`config.mk`:
```
export PLATFORM = sky130hd
export DESIGN_NAME = down_counter
export DESIGN_NICKNAME = d
export VERILOG_FILES = /design/src/rtl/down_counter.sv
export SDC_FILE = /design/constraint.sdc
export NUM_CORES = 1
export LEC_CHECK = 0
export BUFFER_PORTS_ARGS = -buffer_cell sky130_fd_sc_hd__buf_4
export CORE_UTILIZATION = 50
export CTS_CLUSTER_DIAMETER = 120
export DETAILED_ROUTE_END_ITERATION = 6
export PLACE_DENSITY_LB_ADDON = 0.15
export SLEW_MARGIN = 10
export SYNTH_ARGS = -nofsm -noshare
export SYNTH_HDL_FRONTEND = slang
export SYNTH_SLANG_ARGS = --single-unit
```
`constraint.sdc`:
```
create_clock -name clk -period 2.7 [get_ports clk]
set_input_delay 0.405 -clock clk [delete_from_list [all_inputs] [get_ports clk]]
set_output_delay 0.405 -clock clk [all_outputs]
set_load 0.02 [all_outputs]
```
`src/rtl/down_counter.sv`:
```
// down_counter: loadable modulo-N down counter with IDLE/RUN/DONE control,
// registered busy/done flags and a combinational borrow-out on zero.
module down_counter #(
    parameter longint unsigned N = 10
) (
    input  logic        clk,
    input  logic        rst,
    input  logic        start,
    input  logic [31:0] load_val,
    input  logic        en,
    input  logic        abort,
    output logic [31:0] result,
    output logic        bo,
    output logic        busy,
    output logic        done
);
    localparam logic [31:0] MAX = 32'(N - 64'd1);
    typedef enum logic [1:0] {IDLE, RUN, DONE} state_t;
    state_t      state, state_nx;
    logic [31:0] result_nx;
    always_ff @(posedge clk) begin
        if (rst) begin
            state  <= IDLE;
            result <= '0;
            busy   <= 1'b0;
            done   <= 1'b0;
        end else begin
            state  <= state_nx;
            result <= result_nx;
            busy   <= state_nx == RUN;
            done   <= state_nx == DONE;
        end
    end
    always_comb begin
        state_nx  = state;
        result_nx = result;
        case (state)
            IDLE: if (start) begin
                state_nx  = RUN;
                result_nx = load_val > MAX ? MAX : load_val;
            end
            RUN: if (abort) state_nx = IDLE;
            else if (en) begin
                state_nx  = result == '0 ? DONE : RUN;
                result_nx = result == '0 ? result : result - 32'd1;
            end
            default: state_nx = IDLE;
        endcase
    end
    assign bo = result == '0;
endmodule

```
# After elaboration in Yosys (flattened, before gate mapping)

Cells that the tools add are included.

Muxes and demuxes: 11
Add/subtract/negate cells: 1
Order comparisons: 1
Equal/unequal tests: 7
Reductions and logical operators: 4

Operators by type and width:

| cell                                                           | count |
|---|---|
| 2-to-1 mux 32 bit                                              | 5 |
| one-hot mux 32 bit (2 select lines)                            | 1 |
| greater-than comparator 32 x 4 -> 1 bit, second input constant | 1 |
| zero test 32 bit                                               | 1 |
| subtractor 32 x 1 -> 32 bit, second input constant             | 1 |
| 2-to-1 mux 2 bit                                               | 4 |
| != test 2 bit, second input constant                           | 4 |
| AND reduction 5 bit                                            | 1 |
| == test 2 x 1 -> 1 bit, second input constant                  | 2 |
| one-hot mux 2 bit (2 select lines)                             | 1 |
| == test 2 bit, second input constant                           | 1 |
| zero test 2 bit                                                | 1 |
| nonzero test 2 bit                                             | 1 |

Bits in registers: 36
Logic and storage cells: 28
Output and inout bits: 35

# Depth between registers and ports, before layout

Gate-level depths: netlist of the first run.

Depth after elaboration: 6
Mapped depth: 9
Depth with buffers taken out: 7

# Worst setup path after synthesis of the first run

No wires, ideal clock.

Path kind: reg-to-reg
From: register result[0]
To: register result[2]
Data required time: 2.576 ns
Period minus slack after synthesis: 2.399 ns
Stages on the path, launching flop included: 9
Arrival: 2.275 ns
Library setup time: 0.124 ns
Path slack: 0.301 ns
Path through: dfxtp_1 -> inv_1 -> ha_1 -> or4b_4 -> nor4_2 -> a21oi_2 -> clkbuf_1 -> o31ai_1 -> a21oi_1

Longest elaborated chain between the ends: 5
Elaborated cells on any way between the ends: 8

Ends and longest elaborated chain:

| element                             | RTL line | source |
|---|---|---|
| from (decl)                         | 12       | `output logic [31:0] result,` |
| from (signal assigned)              | 29       | `result <= result_nx;` |
| subtractor 32 x 1 -> 32 bit         | 45       | `result_nx = result == '0 ? result : result - 32'd1;` |
| 2-to-1 mux 32 bit                   | 45       |  |
| 2-to-1 mux 32 bit                   | 43       | `else if (en) begin` |
| 2-to-1 mux 32 bit                   | 42       | `RUN: if (abort) state_nx = IDLE;` |
| one-hot mux 32 bit (2 select lines) | 37       | `case (state)` |

Several ways; a longest one is shown, not always the timed one. The select of a mux whose other input is x is not followed.
A chain may end at the register's enable or synchronous reset.

# Worst setup path in the final report of the first run

From: register result[15]
To: output bo

Longest elaborated chain between the ends: 1

Ends and longest elaborated chain:

| element          | RTL line | source |
|---|---|---|
| zero test 32 bit | 50       | `assign bo = result == '0;` |
| to (decl)        | 13       | `output logic bo,` |

No other way between the ends.

==> metrics.cfg, run 1 <==
[drt]
routedWlPerCell_um = 16.4
wl_um = 6310
drc_errors = 0
num_vias = 2470
drtIter0Drc = 223
drtAntennaViolNets = 0
dr.pass1.iters = 5
drt-vias-per-instance = 6.43

[worst_hold_path]
min_path_type = primary input to register
hp-start = abort

[global_routing]
grt_pass1_vias = 2292
overflow = 0
grt_use_total_pct = 30.2
antenna_found_initial = 0
grt_pass1_wl_um = 10300
grt_max_degree = 31

[die]
num_rows = 23
die_area_um2 = 4520
io_pins = 72
core_um2 = 4030
die_w_um = 67.2
start_util_pct = 52.8
die_y_um = 67.2

[clock_tree]
cts_tree = done
clockRootBuffer = clkbuf_8
ctsHtreeMaxLevel = 2
clkTransAtPathRegs_ns = 0.08
hold_buffers = 0
clock_path_buffers = 2
insertion_delay_ns = 0.29
cts_made_buffers = 5
clock_sinks = 36

[cells_and_area]
utilization_pct = 70.2
drive_above_1_share_pct = 29.9
area_delta_synth_final_pct = 33.0
antennaDiodeCount = 0
n_fill_cell = 343
nets = 371
final_common_cell = buf_4
final_area_um2 = 2830
final_cell_mix = 81 x buf_4, 36 x dfxtp_1, 24 x a21oi_1

[yosys]
synth_top_family_by_area = simple AND/OR/NAND/NOR gates
ys_types = 54
syn_nets = 302
synthCells = 264
ys_dominant_reg_cell = dfxtp_1
synth_compound_area_share_pct = 27.0
async_flop_share_pct = 0
ys_seq_elements = 36
synth_top_area_share_pct = 33.9
synth_edf_count = 0
synth_simple_gate_area_share_pct = 29.7
ys_seq_area_share_pct = 33.9
synthAdderAreaFrac_pct = 0.589
syn_area_um2 = 2130
ys_warn_count = 0
synth.avg_cell_area_um2 = 8.05
ys_top_cells_by_area = dfxtp_1 34%, a21oi_1 5.7%, a311oi_1 4.5%
synth-xor-area-share_pct = 0.412
synth_top_cell_by_area = dfxtp_1
synth_mux_area_share_pct = 1.88

[power_and_ir_drop]
p_leak_uw = 0.00113
powerDensity_nw_per_um2 = 558
ir_worst_vdd_uv = 398

[timing]
finClkSkew_ns = 0.00969
finalSetupViolations = 0
tns_ns = 0
hold_viol = 0
finalCritPeriodShare_pct = 94.5
slew_viol_final = 0
period_needed_ns = 2.55
fmax_ghz = 0.392
worst_pin_slew_ns = 0.780
rsz0062_at_grt = false
slew_headroom_pct = 47.8

[critical_path]
crit_type = register to output pin
crit_fanout = 7
r2r_start = result[0]
slowest_delay_ns = 0.61
path_buf_inv = 2
cp-end-kind = output pin
crit_top_cell = buf_4
path_cells = or4_1 -> nor4_4 -> buf_4 -> and2_4 -> buf_4
critPathTopFamily = simple AND/OR/NAND/NOR gates
cp_data_required_time_ns = 2.30
cpMaxStageDelayCell = or4_1
crit_arrival_ns = 2.15
crit_start = result[15]
start_kind = register

[place]
place_congestion = 0.857
io_buffer_count = 71
dpl.hpwl_um = 4400
place_area_um2 = 2700

[job]
maxCapViolations = 0

[outcome]
status = complete, no violations

[registers in the layout, indices dropped and copies added (netlist names)]
name / count
busy: 1
state: 2
done: 1
result: 32
[Yosys cell counts (9+ instances only)]
library cell,number
dfxtp_1,36
a21oi_1,24
nor2_1,18
nand2_1,15
clkbuf_1,14
nand3_1,13
inv_1,12
nor4_1,12
a311oi_1,11
a31oi_1,10
or4_1,10
o21ai_0,9
[final timing paths]
kind	endpoint	slack, ns	cells past startpoint
worst max-delay path	bo	0.15	5
worst max register to register	result[4]	0.30	7
worst min register to register	result[18]	0.51	1
worst min-delay path	state[0]	0.41	3
[cell type report]
| class | instances | area [µm²] | area share [%] |
|---|---|---|---|
| Multi-Input combinational cell | 197 | 1280 | 45.2 |
| Sequential cell | 36 | 721 | 25.5 |
| Timing Repair Buffer | 81 | 608 | 21.5 |
| Clock buffer | 5 | 68.8 | 2.43 |
| Tap cell | 50 | 62.6 | 2.21 |
| Inverter | 12 | 45.0 | 1.59 |
| Clock inverter | 3 | 42.5 | 1.51 |
[metal layers]
metal | global-route usage [%] | vias to the layer above | wire, µm
met5 | 0 | - | 0
met4 | 12.2 | 0 | 61
met3 | 5.91 | 8 | 489
met2 | 50.5 | 124 | 3060
met1 | 37.7 | 1161 | 2700
li1 | - | 1177 | -
[logic make-up (layout without fill, tap and decap cells)]
| group | after synthesis | count (layout) |
|---|---|---|
| AO/OA/AOI/OAI | 84 | 84 |
| XOR/XNOR | 1 | 1 |
| adder cells (fa/ha/maj) | 1 | 1 |
| buffers and inverters | 31 | 101 |
| flip-flops | 36 | 36 |
| multiplexers | 4 | 4 |
| AND/OR/NAND/NOR | 107 | 107 |
[report_power, final]
part	switching (µW)	leakage [µW]	internal [µW]	total, µW
Combinational	296	0.000787	216	512
Clock	209	0.0000541	273	483
Sequential	29.7	0.000292	553	583
[repair_timing]
item | CTS | global route
pin swaps | 0 | 1
buffers inserted | 0 | 0
gates resized for setup | 1 | 1
setup endpoints to repair | 1 | 1
[through the flow]
stage | setup WS, ns | hold slack [ns] | instances | power [µW]
final | 0.149 | 0.410 | 384 | 1580
after CTS | 0.0331 | 0.408 | 384 | 1570
after detailed placement | 0.162 | 0.492 | 376 | 1090
after global routing | 0.0746 | 0.413 | 384 | 1650
after global placement | 0.295 | 0.493 | 376 | 1080
after floorplan | 0.301 | 0.560 | 264 | 915
[worst register-to-register path, delay by kind of cell, from the launching register on]
kind | cells | cell delay, ns
and+or+nand+nor | 3 | 0.97
adders and majority gates | 1 | 0.23
buffers and inverters | 1 | 0.07
DFF | 1 | 0.35
AOI/OAI and AO/OA | 2 | 0.67
(Power assumes the default switching activity.)
==> run 2: changes to the inputs <==
- MAX_ROUTING_LAYER: unset -> met4
==> metrics.cfg, run 2 (synthesized netlist as in run 1, its figures left out) <==
[critical_path]
crit_type = register to output pin
r2r_cells = 7  ; unchanged
crit_fanout = 7  ; unchanged
start_kind = register
crit_arrival_ns = 2.15  ; about the same
cp_data_required_time_ns = 2.30  ; about the same
cp-end-kind = output pin

[drt]
drtAntennaViolNets = 0  ; unchanged
top_layer_used = met4
wl_met1_um = 2680  ; -0.82%
dr_wl_met2_um = 3040  ; -0.91%
drc_errors = 0  ; unchanged
routedWlPerCell_um = 16.5  ; +0.22%
drtIter0Drc = 216  ; -3.1%
dr.pass1.iters = 5  ; unchanged
num_vias = 2481  ; +0.45%
wl_met3_um = 552  ; +13%
wl_um = 6330  ; +0.22%
drt-vias-per-instance = 6.46  ; +0.45%

[timing]
slew_headroom_pct = 47.4  ; -0.46 points
finClkSkew_ns = 0.00853  ; -0.00116 ns
hold_viol = 0  ; unchanged
slew_viol_final = 0  ; unchanged
rsz0062_at_grt = false
tns_ns = 0  ; unchanged
finalCritPeriodShare_pct = 94.8  ; +0.32 points
finalSetupViolations = 0  ; unchanged
period_needed_ns = 2.56  ; +0.00874 ns
worst_pin_slew_ns = 0.787  ; +0.00695 ns
fmax_ghz = 0.391  ; -0.34%

[clock_tree]
hold_buffers = 0  ; unchanged
cts_tree = done
clkTransAtPathRegs_ns = 0.07  ; about the same
cts_made_buffers = 5  ; unchanged
insertion_delay_ns = 0.30  ; about the same
clock_sinks = 36  ; unchanged
ctsHtreeMaxLevel = 2  ; unchanged
cts_setup_buffers = 0  ; unchanged
clock_path_buffers = 2  ; unchanged
clockRootBuffer = clkbuf_8

[global_routing]
grt_use_total_pct = 31.1  ; +0.88 points
overflow = 0  ; unchanged
grt_pass1_vias = 2291  ; -0.044%
grt_pass1_wl_um = 10300  ; about the same
grt_max_degree = 31  ; unchanged
antenna_found_initial = 0  ; unchanged

[place]
place_area_um2 = 2700  ; unchanged
io_buffer_count = 71  ; unchanged
place_congestion = 0.871  ; +1.6%
dpl.hpwl_um = 4400  ; unchanged

[power_and_ir_drop]
p_leak_uw = 0.00113  ; unchanged
ir_worst_vdd_uv = 398  ; about the same
power_uw = 1580  ; about the same
powerDensity_nw_per_um2 = 559  ; about the same

[cells_and_area]
drive_above_1_share_pct = 29.9  ; unchanged
multi_input_area_um2 = 1280  ; unchanged
utilization_pct = 70.2  ; unchanged
area_delta_synth_final_pct = 33.0  ; unchanged
final_area_um2 = 2830  ; unchanged
register_area_um2 = 721  ; unchanged
antennaDiodeCount = 0  ; unchanged
reg_top3 = result x32, state x2
n_fill_cell = 343  ; unchanged
final_cell_mix = 81 x buf_4, 36 x dfxtp_1, 24 x a21oi_1
largest_reg_flops = 32  ; unchanged
top_register = result
final_common_cell = buf_4
nets = 371  ; unchanged

[die]
die_w_um = 67.2  ; unchanged
die_y_um = 67.2  ; unchanged
start_util_pct = 52.8  ; unchanged
die_area_um2 = 4520  ; unchanged
core_um2 = 4030  ; unchanged
io_pins = 72  ; unchanged
num_rows = 23  ; unchanged

[worst_hold_path]
hold_depth = 3  ; unchanged
min_path_type = primary input to register

[outcome]
status = complete, no violations

[job]
maxCapViolations = 0  ; unchanged

-- run 2: cell counts in the layout (fill, tap and decap cells not counted) --
No cell type changed its count.
-- run 2: final cells by class --
class	instances	area share, %
flip-flops and latches	36	25.5
inverters	12	1.59
well taps	50	2.21
clock inverters	3	1.51
repair buffers	81	21.5
multi-input cells	197	45.2
clock buffers	5	2.43
-- run 2: worst max-delay path: stages (launching register included) --
cell and delay [ns]:
dfxtp_1 0.36, or4_1 0.61, nor4_4 0.38, buf_4 0.21
and2_4 0.16, buf_4 0.14
-- run 2: path summary, 6_finish.rpt --
check | start | slack (ns) | endpoint
hold reg to reg | result[25] | 0.50 | result[25]
hold / removal | load_val[1] | 0.41 | result[1]
setup reg to reg | result[0] | 0.30 | result[4]
setup / recovery | result[15] | 0.14 | bo
-- run 2: metal layers --
layer | up-vias | global-route usage (%)
met5 | - | -
met4 | 0 | 12.2
met3 | 10 | 5.07
met2 | 134 | 50.5
met1 | 1163 | 38.2
li1 | 1174 | -
-- run 2: power by group --
part	switching, µW	internal [µW]
Combinational	296	216
Clock	210	273
Sequential	30.0	553
-- run 2: timing repair --
| action | CTS | global route |
|---|---|---|
| setup endpoints to repair | 1 | 1 |
| pin swaps | 0 | 1 |
| gates resized for setup | 1 | 1 |
-- run 2: through the flow --
step | worst slack (ns) | hold slack [ns] | std cells
2_1_floorplan | 0.301 | 0.560 | 264
3_3_place_gp | 0.295 | 0.493 | 376
3_5_place_dp | 0.162 | 0.492 | 376
4_1_cts | 0.0331 | 0.408 | 384
5_1_grt | 0.0746 | 0.413 | 384
6_report | 0.140 | 0.407 | 384
